`config.mk`:
```
export PLATFORM = sky130hd
export DESIGN_NAME = bp_perf_monitor
export DESIGN_NICKNAME = d
export VERILOG_FILES = /design/src/rtl/bp_perf_pkg.sv /design/src/rtl/bp_sat_counter.sv /design/src/rtl/bp_perf_monitor.sv
export SDC_FILE = /design/constraint.sdc
export NUM_CORES = 1
export LEC_CHECK = 0
export CORE_MARGIN = 1
export CORE_UTILIZATION = 58
export DETAILED_ROUTE_END_ITERATION = 8
export PLACE_DENSITY = 0.78
export SYNTH_ARGS = -nofsm -noshare
export SYNTH_HDL_FRONTEND = slang
export SYNTH_SLANG_ARGS = --single-unit
```
`constraint.sdc`:
```
create_clock -name clk_i -period 5.4 [get_ports clk_i]
set_input_delay 0.81 -clock clk_i [delete_from_list [all_inputs] [get_ports clk_i]]
set_output_delay 0.81 -clock clk_i [all_outputs]
set_load 0.005 [all_outputs]
```
`src/rtl/bp_perf_pkg.sv`:
```
// Shared types and constants for the branch-predictor measurement controller.
package bp_perf_pkg;

  typedef enum logic [1:0] {
    IDLE   = 2'd0,
    WARMUP = 2'd1,
    RUN    = 2'd2,
    DONE   = 2'd3
  } perf_state_e;

  typedef enum logic [1:0] {
    SEL_CYC   = 2'd0,
    SEL_INSTR = 2'd1,
    SEL_BR    = 2'd2,
    SEL_MISS  = 2'd3
  } rd_sel_e;

  // jal x0,0: the self-loop the test programs park on when finished.
  localparam logic [31:0] HALT_JAL_SELF = 32'h0000006F;

endpackage

```
`src/rtl/bp_sat_counter.sv`:
```
// Saturating event counter with synchronous clear; sat_o pulses when an
// increment arrives while the counter already holds all-ones.
module bp_sat_counter #(
  parameter int W = 32
) (
  input  logic         clk_i,
  input  logic         rst_i,
  input  logic         clr_i,
  input  logic         inc_i,
  output logic [W-1:0] q_o,
  output logic         sat_o
);

  logic [W-1:0] cnt_q, cnt_d;

  always_comb begin
    cnt_d = cnt_q;
    sat_o = 1'b0;
    if (clr_i) begin
      cnt_d = '0;
    end else if (inc_i) begin
      if (&cnt_q) begin
        sat_o = 1'b1;
      end else begin
        cnt_d = cnt_q + W'(1);
      end
    end
  end

  always_ff @(posedge clk_i or posedge rst_i) begin
    if (rst_i) begin
      cnt_q <= '0;
    end else begin
      cnt_q <= cnt_d;
    end
  end

  assign q_o = cnt_q;

endmodule

```
`src/rtl/bp_perf_monitor.sv`:
```
// Measurement-window sequencer for branch-predictor evaluation: optional
// warm-up, then cycle/instruction/branch/miss counting until stop or halt.
//
// Handshake: start_i and stop_i are single-cycle pulses sampled on the rising
// edge with no ready/ack; start_i is honoured only in IDLE/DONE (and wins over
// a simultaneous stop_i there), stop_i only in WARMUP/RUN.
module bp_perf_monitor
  import bp_perf_pkg::*;
#(
  parameter int          CNT_W      = 32,
  parameter int          WARMUP_CYC = 0,
  parameter logic [31:0] HALT_INSN  = HALT_JAL_SELF
) (
  input  logic             clk_i,
  input  logic             rst_i,
  input  logic             start_i,
  input  logic             stop_i,
  input  logic             instr_vld_i,
  input  logic [31:0]      instr_i,
  input  logic             br_instr_i,
  input  logic             br_miss_i,
  input  logic [1:0]       rd_sel_i,
  output logic [CNT_W-1:0] rd_o,
  output logic             busy_o,
  output logic             done_o,
  output logic             ovf_o,
  output logic [1:0]       dbg_state_o
);

  localparam int WU_W = (WARMUP_CYC > 1) ? $clog2(WARMUP_CYC + 1) : 1;
  localparam logic [WU_W-1:0] WU_LOAD = WU_W'(WARMUP_CYC);

  perf_state_e     state_q, state_d;
  logic [WU_W-1:0] wu_q, wu_d;
  logic            ovf_q, ovf_d;
  logic            cnt_clr;
  logic            counting;
  logic            halt_seen;
  logic [3:0]      cnt_inc;
  logic [3:0]      cnt_sat;
  logic [CNT_W-1:0] cnt_q [4];

  // Halt only matters in WARMUP/RUN; the gating keeps X on the fetch bus
  // from reaching state while the window is closed.
  assign halt_seen = instr_vld_i && (instr_i == HALT_INSN);
  assign counting  = (state_q == RUN);

  always_comb begin
    state_d = state_q;
    wu_d    = wu_q;
    cnt_clr = 1'b0;
    case (state_q)
      IDLE, DONE: begin
        if (start_i) begin
          cnt_clr = 1'b1;
          wu_d    = WU_LOAD;
          state_d = (WARMUP_CYC > 0) ? WARMUP : RUN;
        end
      end
      WARMUP: begin
        if (stop_i || halt_seen) begin
          state_d = DONE;
        end else begin
          wu_d = wu_q - WU_W'(1);
          if (wu_q == WU_W'(1)) begin
            state_d = RUN;
          end
        end
      end
      RUN: begin
        if (stop_i || halt_seen) begin
          state_d = DONE;
        end
      end
      default: state_d = IDLE;
    endcase
  end

  always_ff @(posedge clk_i or posedge rst_i) begin
    if (rst_i) begin
      state_q <= IDLE;
      wu_q    <= '0;
      ovf_q   <= 1'b0;
    end else begin
      state_q <= state_d;
      wu_q    <= wu_d;
      ovf_q   <= ovf_d;
    end
  end

  // Bit order follows rd_sel_e: cycles, instructions, branches, misses.
  assign cnt_inc = {counting & br_miss_i,
                    counting & br_instr_i,
                    counting & instr_vld_i,
                    counting};

  for (genvar i = 0; i < 4; i++) begin : g_cnt
    bp_sat_counter #(.W(CNT_W)) u_cnt (
      .clk_i (clk_i),
      .rst_i (rst_i),
      .clr_i (cnt_clr),
      .inc_i (cnt_inc[i]),
      .q_o   (cnt_q[i]),
      .sat_o (cnt_sat[i])
    );
  end

  always_comb begin
    ovf_d = cnt_clr ? 1'b0 : (ovf_q | (|cnt_sat));
  end

  always_comb begin
    rd_o = '0;
    case (rd_sel_e'(rd_sel_i))
      SEL_CYC:   rd_o = cnt_q[0];
      SEL_INSTR: rd_o = cnt_q[1];
      SEL_BR:    rd_o = cnt_q[2];
      SEL_MISS:  rd_o = cnt_q[3];
      default:   rd_o = '0;
    endcase
  end

  assign busy_o      = (state_q == WARMUP) || (state_q == RUN);
  assign done_o      = (state_q == DONE);
  assign ovf_o       = ovf_q;
  assign dbg_state_o = state_q;

endmodule

```
# Word-level counts from Yosys, hierarchy flattened
# Cells that the tools add are included.
[word_totals]
inputBits = 41
reg_bits = 132
word_cells = 89
[classes]
n_eq_ne = 15
n_bitwise = 4
muxes = 36
n_addsub = 5
reduce_logical = 22
[op_table]
columns = ["cell", "count"]
rows = [
  ["two-way mux 32 bit", 12],
  ["adder 32 x 1 -> 32 bit, second input constant", 4],
  ["one-hot mux 32 bit (4 select lines)", 1],
  ["AND reduction 32 bit", 4],
  ["== test 32 x 7 -> 1 bit, second input constant", 1],
  ["two-way mux 1 bit", 17],
  ["!= test 2 bit, second input constant", 6],
  ["nonzero test 2 bit", 5],
  ["== test 2 bit, second input constant", 4],
  ["two-way mux 2 bit", 4],
  ["AND reduction 2 bit", 4],
  ["one-hot mux 2 bit (3 select lines)", 1],
  ["AND reduction 3 bit", 2],
  ["== test 2 x 1 -> 1 bit, second input constant", 2],
  ["logical NOT 2 bit", 2],
  ["OR reduction 4 bit", 1],
  ["AND 1 bit", 3],
  ["!= test 3 bit, second input constant", 1],
  ["logical OR 1 bit", 2],
  ["!= test 2 x 1 -> 1 bit, second input constant", 1],
  ["one-hot mux 1 bit (2 select lines)", 1],
  ["OR reduction 2 bit", 1],
  ["logical AND 1 bit", 1],
  ["OR 1 bit", 1],
  ["subtractor 1 bit, second input constant", 1],
]

# Longest topological paths before layout
[logic_depth]
depth_word = 7
ltp_mapped = 9

# By module
# A second synthesis with hierarchy kept.
[hier_totals]
hier_cells = 908
hier_area_um2 = 8608.3
[by_module_without_submodules]
columns = ["module", "cells_each", "area_each_um2", "n_inst"]
rows = [
  ["bp_sat_counter", 206, 1866.8, 4],
  ["bp_perf_monitor", 84, 1141.1, 1],
]

# Least setup slack after synthesis
# OpenSTA, ideal clock, no wires.
[synth_path]
path_type = "input port to output port"
from = "input port rd_sel_i[1]"
to = "output port rd_o[14]"
arrival_ns = 2.184
slack_ns = 2.406
cell_stages = 4
n_path_buf = 3
cell_sequence = "clkbuf_1 -> buf_1 -> buf_1 -> mux4_2"
[synth_between]
elab_chain_len = 2
[synth_rtl]
columns = ["item", "line", "source"]
rows = [
  ["from (decl)", "bp_perf_monitor.sv:22", "input logic [1:0] rd_sel_i,"],
  ["== test 2 bit, or another cell as far along", "bp_perf_monitor.sv:114", "case (rd_sel_e'(rd_sel_i))"],
  ["one-hot mux 32 bit (4 select lines) *", "bp_perf_monitor.sv:114", ""],
  ["to (decl)", "bp_perf_monitor.sv:23", "output logic [CNT_W-1:0] rd_o,"],
]
# Mark *: on every way between the ends. The rest lies on a longest branch, timed or not.

# Worst setup path in the final report
[layout_path]
from = "input port rd_sel_i[1]"
to = "output port rd_o[0]"
# The elaborated chain is that of the path after synthesis.

==> results.py <==
metrics = {
    "routing": {
        "remaining_drc_errors": 0,
        "via_count": 7078,
        "wl_per_cell_um": 20.3,
        "vias_per_cell": 6.45,
        "wirelength_um": 22300,
        "postRouteAntennaNets": 0,
        "drt_iter0_drc": 501,
        "drt_pre_antenna_iters": 6,
    },
    "job": {
        "cap_violations": 0,
    },
    "worst_setup_path": {
        "crit_required_ns": 4.59,
        "crit_path_frequent_cell": "clkdlybuf4s50_1",
        "crit_start": "rd_sel_i[1]",
        "worstSetupPathType": "primary input to output port",
        "crit_family": "buffers and inverters",
        "cp-end-kind": "output port",
        "arrival_ns": 2.90,
        "critical_path_buf_inv_count": 3,
        "worstSetupStartpointType": "primary input",
        "worstPathCellList": "clkdlybuf4s50_1 > buf_4 > mux4_2 > clkdlybuf4s50_1",
        "cpPeakStageDelay_ns": 0.80,
        "slowest_stage": "clkdlybuf4s50_1",
        "critPathMaxFanout": 23,
        "worstReg2RegStart": "g_cnt[0].u_cnt.q_o[20]$_DFFE_PP0P_",
    },
    "layout": {
        "nets": 957,
        "area_delta_synth_final_pct": 18.4,
        "diodes": 0,
        "drive_above_1_share_pct": 8.79,
        "final_core_util_pct": 70.6,
    },
    "clock_network": {
        "cts_buffer_depth": 2,
        "cts_resized": 0,
        "cts_hold_buf": 0,
        "cts_setup_buffers": 0,
        "numCtsBuffers": 17,
        "htreeDepth": 4,
        "clkTransAtPathRegs_ns": 0.06,
        "cts_root_buf": "clkbuf_16",
        "clk_latency_ns": 0.42,
        "cts.sink_count": 132,
        "cts_tree": "built",
    },
    "die": {
        "initial_utilization_pct": 59.6,
        "io_pins": 78,
        "rows": 42,
        "dieWidth_um": 119,
        "dieHeight_um": 119,
        "die-area_sq_mm": 0.0141,
        "coreArea_sq_mm": 0.0133,
    },
    "synth": {
        "synth-edff-count": 0,
        "ys_ff_latch": 132,
        "syn_nets": 892,
        "synthArstFlopShare_pct": 100,
        "yosysTopAreaCell": "dfrtp_1",
        "syn-mean-instance-area_sq_um": 9.40,
        "synth_area_sq_mm": 0.00793,
        "ys_seq_area_share_pct": 41.7,
        "synth_warnings": 0,
        "syn_inst": 844,
        "synthTopCellsByArea": "dfrtp_1, mux4_2, xnor2_1",
        "synth_top_area_share_pct": 41.7,
        "synth_cell_types": 48,
        "synth_ff_type": "dfrtp_1",
    },
    "timing": {
        "min_period_ns": 3.71,
        "skew_ns": 0.00652,
        "rsz0062_at_grt": "no",
        "finalHoldViolations": 0,
        "setup_tns_ns": 0,
        "fmax_mhz": 269,
        "setup_viol": 0,
        "finalCritPeriodShare_pct": 68.8,
        "worstMarginPinSlew_ns": 1.11,
        "slew_viol_final": 0,
        "slew_headroom_pct": 25.7,
    },
    "power_and_ir_drop": {
        "peakVddDrop_mv": 0.228,
        "p_int_mw": 1.91,
        "power_density_mw_per_mm2": 290,
        "sw_frac_of_total_pct": 29.8,
        "seqPwrFrac_pct": 41.2,
        "pwr-share-comb_pct": 17.9,
        "power.clock.fraction_pct": 40.9,
        "power.leakage_nw": 3.71,
        "power.switching_mw": 0.811,
    },
    "global_route": {
        "grt_max_degree": 69,
        "grt_remaining_overflow": 0,
        "first_global_vias": 6936,
        "grt_pass1_wl_um": 36300,
        "grtUsageTotal_pct": 33.4,
        "antenna_found_initial": 0,
    },
    "outcome": {
        "outcome": "complete, no violations",
    },
    "place": {
        "io_buffers": 77,
        "dp_hpwl_um": 16000,
        "place.gp.congestion": 0.920,
    },
    "worst_hold_path": {
        "hp-class": "flip-flop to flip-flop",
        "holdCritStartpoint": "dbg_state_o[1]$_DFFE_PP0P_",
    },
}
-- path summary, 6_finish.rpt --
check	to	slack, ns	cells after the start
max	rd_o[0]	1.69	4
min	dbg_state_o[1]$_DFFE_PP0P_	0.56	1
max reg2reg	g_cnt[0].u_cnt.q_o[6]$_DFFE_PP0P_	2.29	6
min reg2reg	dbg_state_o[1]$_DFFE_PP0P_	0.56	1
max in group asynchronous	g_cnt[2].u_cnt.q_o[10]$_DFFE_PP0P_	3.43	3
min in group asynchronous	g_cnt[3].u_cnt.q_o[8]$_DFFE_PP0P_	0.90	2
-- Yosys cell counts, drive strengths merged (7+ instances only) --
master    n
nor2    146
dfrtp   132
xnor2    77
nand2    67
nand3    49
nand4    45
nor3     40
mux4     32
xor2     31
clkbuf   30
nor4     28
inv      21
a21oi    19
and3     19
o21ai    14
a211oi    9
and4      8
buf       8
nor4b     8
and2      7
ha        7
or3       7
-- kinds of logic after synthesis --
group           Yosys count  synth area share, %
compound gates           56                 4.40
xor+xnor                108                 11.9
fa+ha+maj                 7                 1.10
buf+inv                  59                 2.84
flops                   132                 41.7
mux                      35                 9.47
simple gates            447                 28.6
-- final cells by class --
type | instances | area [sq um]
Timing Repair Buffer | 84 | 818
Tap cell | 176 | 220
Sequential cell | 132 | 3300
Clock buffer | 21 | 450
Clock inverter | 11 | 110
Inverter | 21 | 81.3
Fill cell | 972 | 3910
Multi-Input combinational cell | 653 | 4400
-- state kept, by name (all words and copies together), names as in the netlist --
| signal | cells |
|---|---|
| wu_q | 1 |
| g_cnt.u_cnt.q_o | 128 |
| dbg_state_o | 2 |
| ovf_o | 1 |
-- metal layers --
| metal | vias up | track usage, % | share of wire, % |
|---|---|---|---|
| met5 | - | 0 | 0 |
| met4 | 0 | 14.6 | 2.5 |
| met3 | 54 | 8.86 | 11 |
| met2 | 350 | 52.7 | 48 |
| met1 | 3500 | 43.6 | 39 |
| li1 | 3174 | - | - |
-- power by group through the flow --
stage | logic [mW] | clock network, mW | registers (mW)
global route | 0.540 | 1.16 | 1.12
finish | 0.487 | 1.11 | 1.12
CTS | 0.485 | 1.12 | 1.12
floorplan | 0.320 | 0 | 1.10
global placement | 0.462 | 0 | 1.13
detailed placement | 0.481 | 0 | 1.13
-- stage by stage --
step	hold slack (ns)	total power, mW	area [sq um]	setup slack [ns]	instances
2_1_floorplan	0.495	1.42	7930	1.06	844
3_3_place_gp	0.524	1.59	8830	1.75	1066
3_5_place_dp	0.556	1.61	8830	1.68	1066
4_1_cts	0.566	2.72	9390	1.68	1098
5_1_grt	0.599	2.83	9390	1.60	1098
6_report	0.563	2.72	9390	1.69	1098
-- cell usage in the layout (no fill, tap or decap), drive strengths merged, types with 4 or more instances in the layout --
master | Yosys | routed
a211oi | 9 | 9
a21oi | 19 | 19
and2 | 7 | 7
and3 | 19 | 19
and4 | 8 | 8
and4b | 4 | 4
buf | 8 | 8
clkbuf | 30 | 21
clkdlybuf4s50 | 0 | 76
clkinv | 0 | 7
dfrtp | 132 | 132
ha | 7 | 7
inv | 21 | 21
mux4 | 32 | 32
nand2 | 67 | 67
nand2b | 4 | 4
nand3 | 49 | 49
nand4 | 45 | 45
nor2 | 146 | 146
nor3 | 40 | 40
nor3b | 4 | 4
nor4 | 28 | 28
nor4b | 8 | 8
o21ai | 14 | 14
or3 | 7 | 7
or4 | 4 | 4
xnor2 | 77 | 77
xor2 | 31 | 31
(Power assumes the default switching activity.)
